File: src/rtl/comp_argmax_ctrl.sv
// Argmax sequencer: streams N_CLASS scores from the score buffer through an
// external two-input comparator, folding the running maximum back each cycle.
`ifndef DATA_LEN
`define DATA_LEN 16
`endif

module comp_argmax_ctrl #(
    parameter int N_CLASS = 10
) (
    input  logic                        clk,
    input  logic                        rst_n,
    input  logic                        start,
    output logic                        busy,
    output logic                        done,
    output logic                        rd_en,
    output logic [3:0]                  rd_addr,
    input  logic signed [`DATA_LEN-1:0] rd_data,
    output logic                        cmp_load,
    output logic [3:0]                  cmp_d1_num,
    output logic signed [`DATA_LEN-1:0] cmp_d1,
    output logic [3:0]                  cmp_d2_num,
    output logic signed [`DATA_LEN-1:0] cmp_d2,
    input  logic [3:0]                  cmp_q_num,
    input  logic signed [`DATA_LEN-1:0] cmp_q,
    output logic [3:0]                  result_num,
    output logic signed [`DATA_LEN-1:0] result_val
);

    localparam logic [3:0] LAST = 4'(N_CLASS - 1);

    typedef enum logic [1:0] {IDLE, READ, DRAIN} state_t;

    state_t     state;
    logic       issue_valid;   // rd_data of the previous read is on the bus now
    logic       issue_first;   // that read was index 0: seed the comparator
    logic [3:0] issue_idx;
    logic       last_pending;  // final compare result is on cmp_q this cycle

    always_ff @(posedge clk or negedge rst_n) begin
        if (!rst_n) begin
            state        <= IDLE;
            busy         <= 1'b0;
            done         <= 1'b0;
            rd_en        <= 1'b0;
            rd_addr      <= 4'd0;
            issue_valid  <= 1'b0;
            issue_first  <= 1'b0;
            issue_idx    <= 4'd0;
            last_pending <= 1'b0;
            result_num   <= 4'd0;
            result_val   <= '0;
        end else begin
            done         <= 1'b0;
            issue_valid  <= rd_en;
            issue_idx    <= rd_addr;
            issue_first  <= rd_en && (rd_addr == 4'd0);
            last_pending <= issue_valid && (issue_idx == LAST);

            case (state)
                IDLE: begin
                    if (start) begin
                        state   <= READ;
                        rd_en   <= 1'b1;
                        rd_addr <= 4'd0;
                        busy    <= 1'b1;
                    end
                end
                READ: begin
                    if (rd_addr == LAST) begin
                        rd_en   <= 1'b0;
                        rd_addr <= 4'd0;
                        state   <= DRAIN;
                    end else begin
                        rd_addr <= rd_addr + 4'd1;
                    end
                end
                DRAIN: begin
                    if (last_pending) begin
                        result_num <= cmp_q_num;
                        result_val <= cmp_q;
                        done       <= 1'b1;
                        busy       <= 1'b0;
                        state      <= IDLE;
                    end
                end
                default: state <= IDLE;
            endcase
        end
    end

    // Candidate on d1 and strict d1>d2 in the comparator give lowest-index-wins ties.
    always_comb begin
        cmp_load   = issue_valid;
        cmp_d1     = '0;
        cmp_d1_num = 4'd0;
        cmp_d2     = '0;
        cmp_d2_num = 4'd0;
        if (issue_valid) begin
            cmp_d1     = rd_data;
            cmp_d1_num = issue_idx;
            if (issue_first) begin
                cmp_d2     = rd_data;
                cmp_d2_num = 4'd0;
            end else begin
                cmp_d2     = cmp_q;
                cmp_d2_num = cmp_q_num;
            end
        end
    end

endmodule

File: config.mk
export PLATFORM = sky130hd
export DESIGN_NAME = comp_argmax_ctrl
export DESIGN_NICKNAME = d
export VERILOG_FILES = /design/src/rtl/comp_argmax_ctrl.sv
export SDC_FILE = /design/constraint.sdc
export NUM_CORES = 1
export LEC_CHECK = 0
export ABC_AREA = 0
export BUFFER_PORTS_ARGS = -buffer_cell sky130_fd_sc_hd__buf_2
export CAP_MARGIN = 20
export CORE_ASPECT_RATIO = 0.7
export CORE_MARGIN = 2
export CORE_UTILIZATION = 30
export DETAILED_ROUTE_END_ITERATION = 12
export HOLD_SLACK_MARGIN = 0.03
export SETUP_SLACK_MARGIN = 0.2
export SYNTH_ARGS = -nofsm -noshare
export SYNTH_HDL_FRONTEND = slang
export SYNTH_SLANG_ARGS = --single-unit
File: constraint.sdc
create_clock -name clk -period 1.6 [get_ports clk]
set_input_delay 0.08 -clock clk [delete_from_list [all_inputs] [get_ports clk]]
set_output_delay 0.08 -clock clk [all_outputs]
set_load 0.02 [all_outputs]
==> metrics.md <==
| Metric | Value |
|---|---|
| Outcome | finished, final reports clean |
| Via count | 1612 |
| Antenna violations before repair | 0 |
| First-pass GRT wire length | 7600 um |
| RePlAce Congestion | 0.788 |
| Setup TNS | 0 ns |
| Final Skew | 0.00527 ns |
| RSZ-0062 raised after global routing | yes |
| Nature of the critical path endpoint | primary output |
| Yosys reg bits | 36 |
| Overall Global Routing Usage | 13.6% |
| Vias per cell | 4.53 |
| Number of global-route vias before repair | 1534 |
| Flop pwr share | 32.2% |
| Avg WL per Cell | 13.8 um |
| Most Used Layer, Global Route | met2 |
| Worst R2R Path Depth | 3 |
| Die footprint | 0.00705 mm^2 |
| TritonRoute pass-1 iters | 4 |
| Met1 GRT Util | 19.2% |
| Chip Height | 70.9 um |
| Std cell rows | 24 |
| Net Count, Synth | 204 |
| Area Growth Syn to Fin | 40.9% |
| Grt total ovfl | 0 |
| Top-level port count | 107 |
| Clock Sink Count | 36 |
| PwrDens | 1490 mW/mm^2 |
| Sw frac | 43.6% |
| Worst hold slack | 0.0437 ns |
| Final nets | 319 |
| Placeable Area | 0.00622 mm^2 |
| # diodes | 0 |
| Max-slew violations | 0 |
| Crit Path Max Fanout | 11 |
| DPL Wire Length | 3500 um |
| TritonCTS Buffers | 5 |
| Sequential area share after synthesis | 47.0% |
| Count of input and output buffers | 106 |
| Worst-Skew Late Latency | 0.28 ns |
| Number of fill cells in the layout | 610 |
| Final core occ | 43.4% |
| Final Critical Period | 1.37 ns |
| Post-synthesis cell type count | 25 |
| H-tree levels | 2 |
| Max-cap violations | 0 |
| Critical Path Start Type | flop |
| Fin crit share | 85.8% |
| WP data required | 1.52 ns |
| Min-delay worst type | input pin to flop |
| FMAX | 728 MHz |
| Leak | 1.39 nW |
| Commonest non-fill, non-tap cell in the layout | buf_2 |
| Commonest non-fill, non-tap cells in the layout | 106 x buf_2, 34 x dfrtp_1, 24 x and2_1, 19 x mux2_4, 18 x mux2i_1 |
| Worst ir drop on vdd | 0.000663 V |
| Wirelength, routed | 4910 um |
| Post-Syn Instances | 162 |
| Share of layout cells above drive strength 1 | 52.9% |
| Final setup fails | 0 |
| Clk Tree Root Cell | clkbuf_8 |
| Warnings from Yosys | 0 |
| Synthesized area | 0.00192 mm^2 |
| Initial DRC count | 41 |
| Endpoints failing hold | 0 |
| Initial Util | 30.8% |
| Avg Cell Area, Syn | 11.8 um^2 |
| Hold path depth | 2 |
| CP arrival | 1.29 ns |
| Clock Pin Slew Worst Setup and Hold Paths | 0.07 ns |
| P_int | 0.00228 W |
| Slew @ Worst Pin | 0.806 ns |
| Kind of critical path | flop to primary output |
| Relative slew slack | 46.3% |
| Chip width | 99.5 um |
| GR Util met3 | 4.05% |
| CTS tree | done |
| P_sw | 0.00176 W |
| Pin count of the biggest net entering global routing | 37 |
| Residual DRC | 0 |
| Comb pwr share | 51.7% |
| Clock buffer depth | 2 |
| Met2 Use GR | 20.6% |
| ANT nets after route | 0 |
| Clock power frac | 16.1% |
[cell families (layout without fill, tap and decap cells)]
kind of cell,Yosys count,after routing,share of synthesized area [%]
AO/OA/AOI/OAI,12,12,3.79
buffers and inverters,15,128,4.31
flip-flops,36,36,47.0
AND/OR/NAND/NOR,58,61,18.1
adder cells (fa/ha/maj),3,3,1.96
multiplexers,38,38,24.9
[registers in the layout, indices dropped and copies added, names as in the netlist, 2 cells and up]
name / count
rd_addr: 4
issue_idx: 4
result_num: 4
result_val: 16
state: 2
[worst max-delay path, stage by stage, from the launching register on]
cell and delay [ns]:
dfrtp_1 0.41, buf_8 0.19, mux2i_1 0.20, nor2b_1 0.06
buf_2 0.15
[synth_stat cells (all sizes together)]
cell	number	area [um^2]
a21oi	2	10.0
and2	24	150
and3	1	6.26
buf	5	45.0
clkbuf	4	15.0
dfrtp	36	901
ha	3	37.5
inv	6	22.5
mux2	20	297
mux2i	18	180
nand2	7	26.3
nand3	3	27.5
nand3b	1	7.51
nand4	1	6.26
nor2	3	11.3
nor2b	17	106
nor3	1	5.00
o21ai	6	30.0
o21ba	1	10.0
o21bai	1	7.51
o31ai	2	15.0
[power groups by stage]
stage	logic, W	registers [W]	clock network (W)
4_1_cts	0.00208	0.00128	0.000679
2_1_floorplan	0.00126	0.00135	0
5_1_grt	0.00227	0.00133	0.000725
6_report	0.00208	0.00130	0.000650
3_5_place_dp	0.00204	0.00128	0
3_3_place_gp	0.00203	0.00128	0
[stage by stage]
step / total power, W / instances / setup WS (ns) / cell area (um^2)
finish: 0.00403 / 356 / 0.227 / 2700
global route: 0.00433 / 356 / 0.103 / 2700
CTS: 0.00404 / 352 / 0.184 / 2650
global placement: 0.00331 / 342 / 0.149 / 2520
detailed placement: 0.00332 / 342 / 0.0653 / 2520
floorplan: 0.00262 / 162 / 0.277 / 1920
[cell type report]
class | instances | area [um^2] | share of cell area (%)
clock buffers | 8 | 90.1 | 3.34
inverters | 6 | 22.5 | 0.834
repair buffers | 114 | 601 | 22.2
flip-flops and latches | 36 | 903 | 33.5
multi-input cells | 114 | 986 | 36.5
well taps | 78 | 97.6 | 3.61
[layer usage]
layer	vias up	wire length (um)
met3	8	358
met5	-	0
met1	745	2450
met2	80	2060
met4	0	42
li1	779	-
[path summary, 6_finish.rpt]
path                       slack, ns              to   startpoint
hold / removal                  0.04  result_val[11]    cmp_q[11]
setup reg to reg                0.24   result_num[2]     state[0]
max in group asynchronous       0.60        state[1]        rst_n
setup / recovery                0.23      cmp_d2[13]  issue_first
hold reg to reg                 0.47    issue_idx[1]   rd_addr[1]
min in group asynchronous       0.44   result_num[1]        rst_n
[timing repair]
action,in CTS,in global routing
gates cloned,1,2
hold buffers,1,0
pin swaps,1,0
buffers inserted,0,2
endpoints found under the hold margin,36,0
endpoints found under the setup margin,31,42
resized for setup,3,4
(Power assumes the default switching activity.)
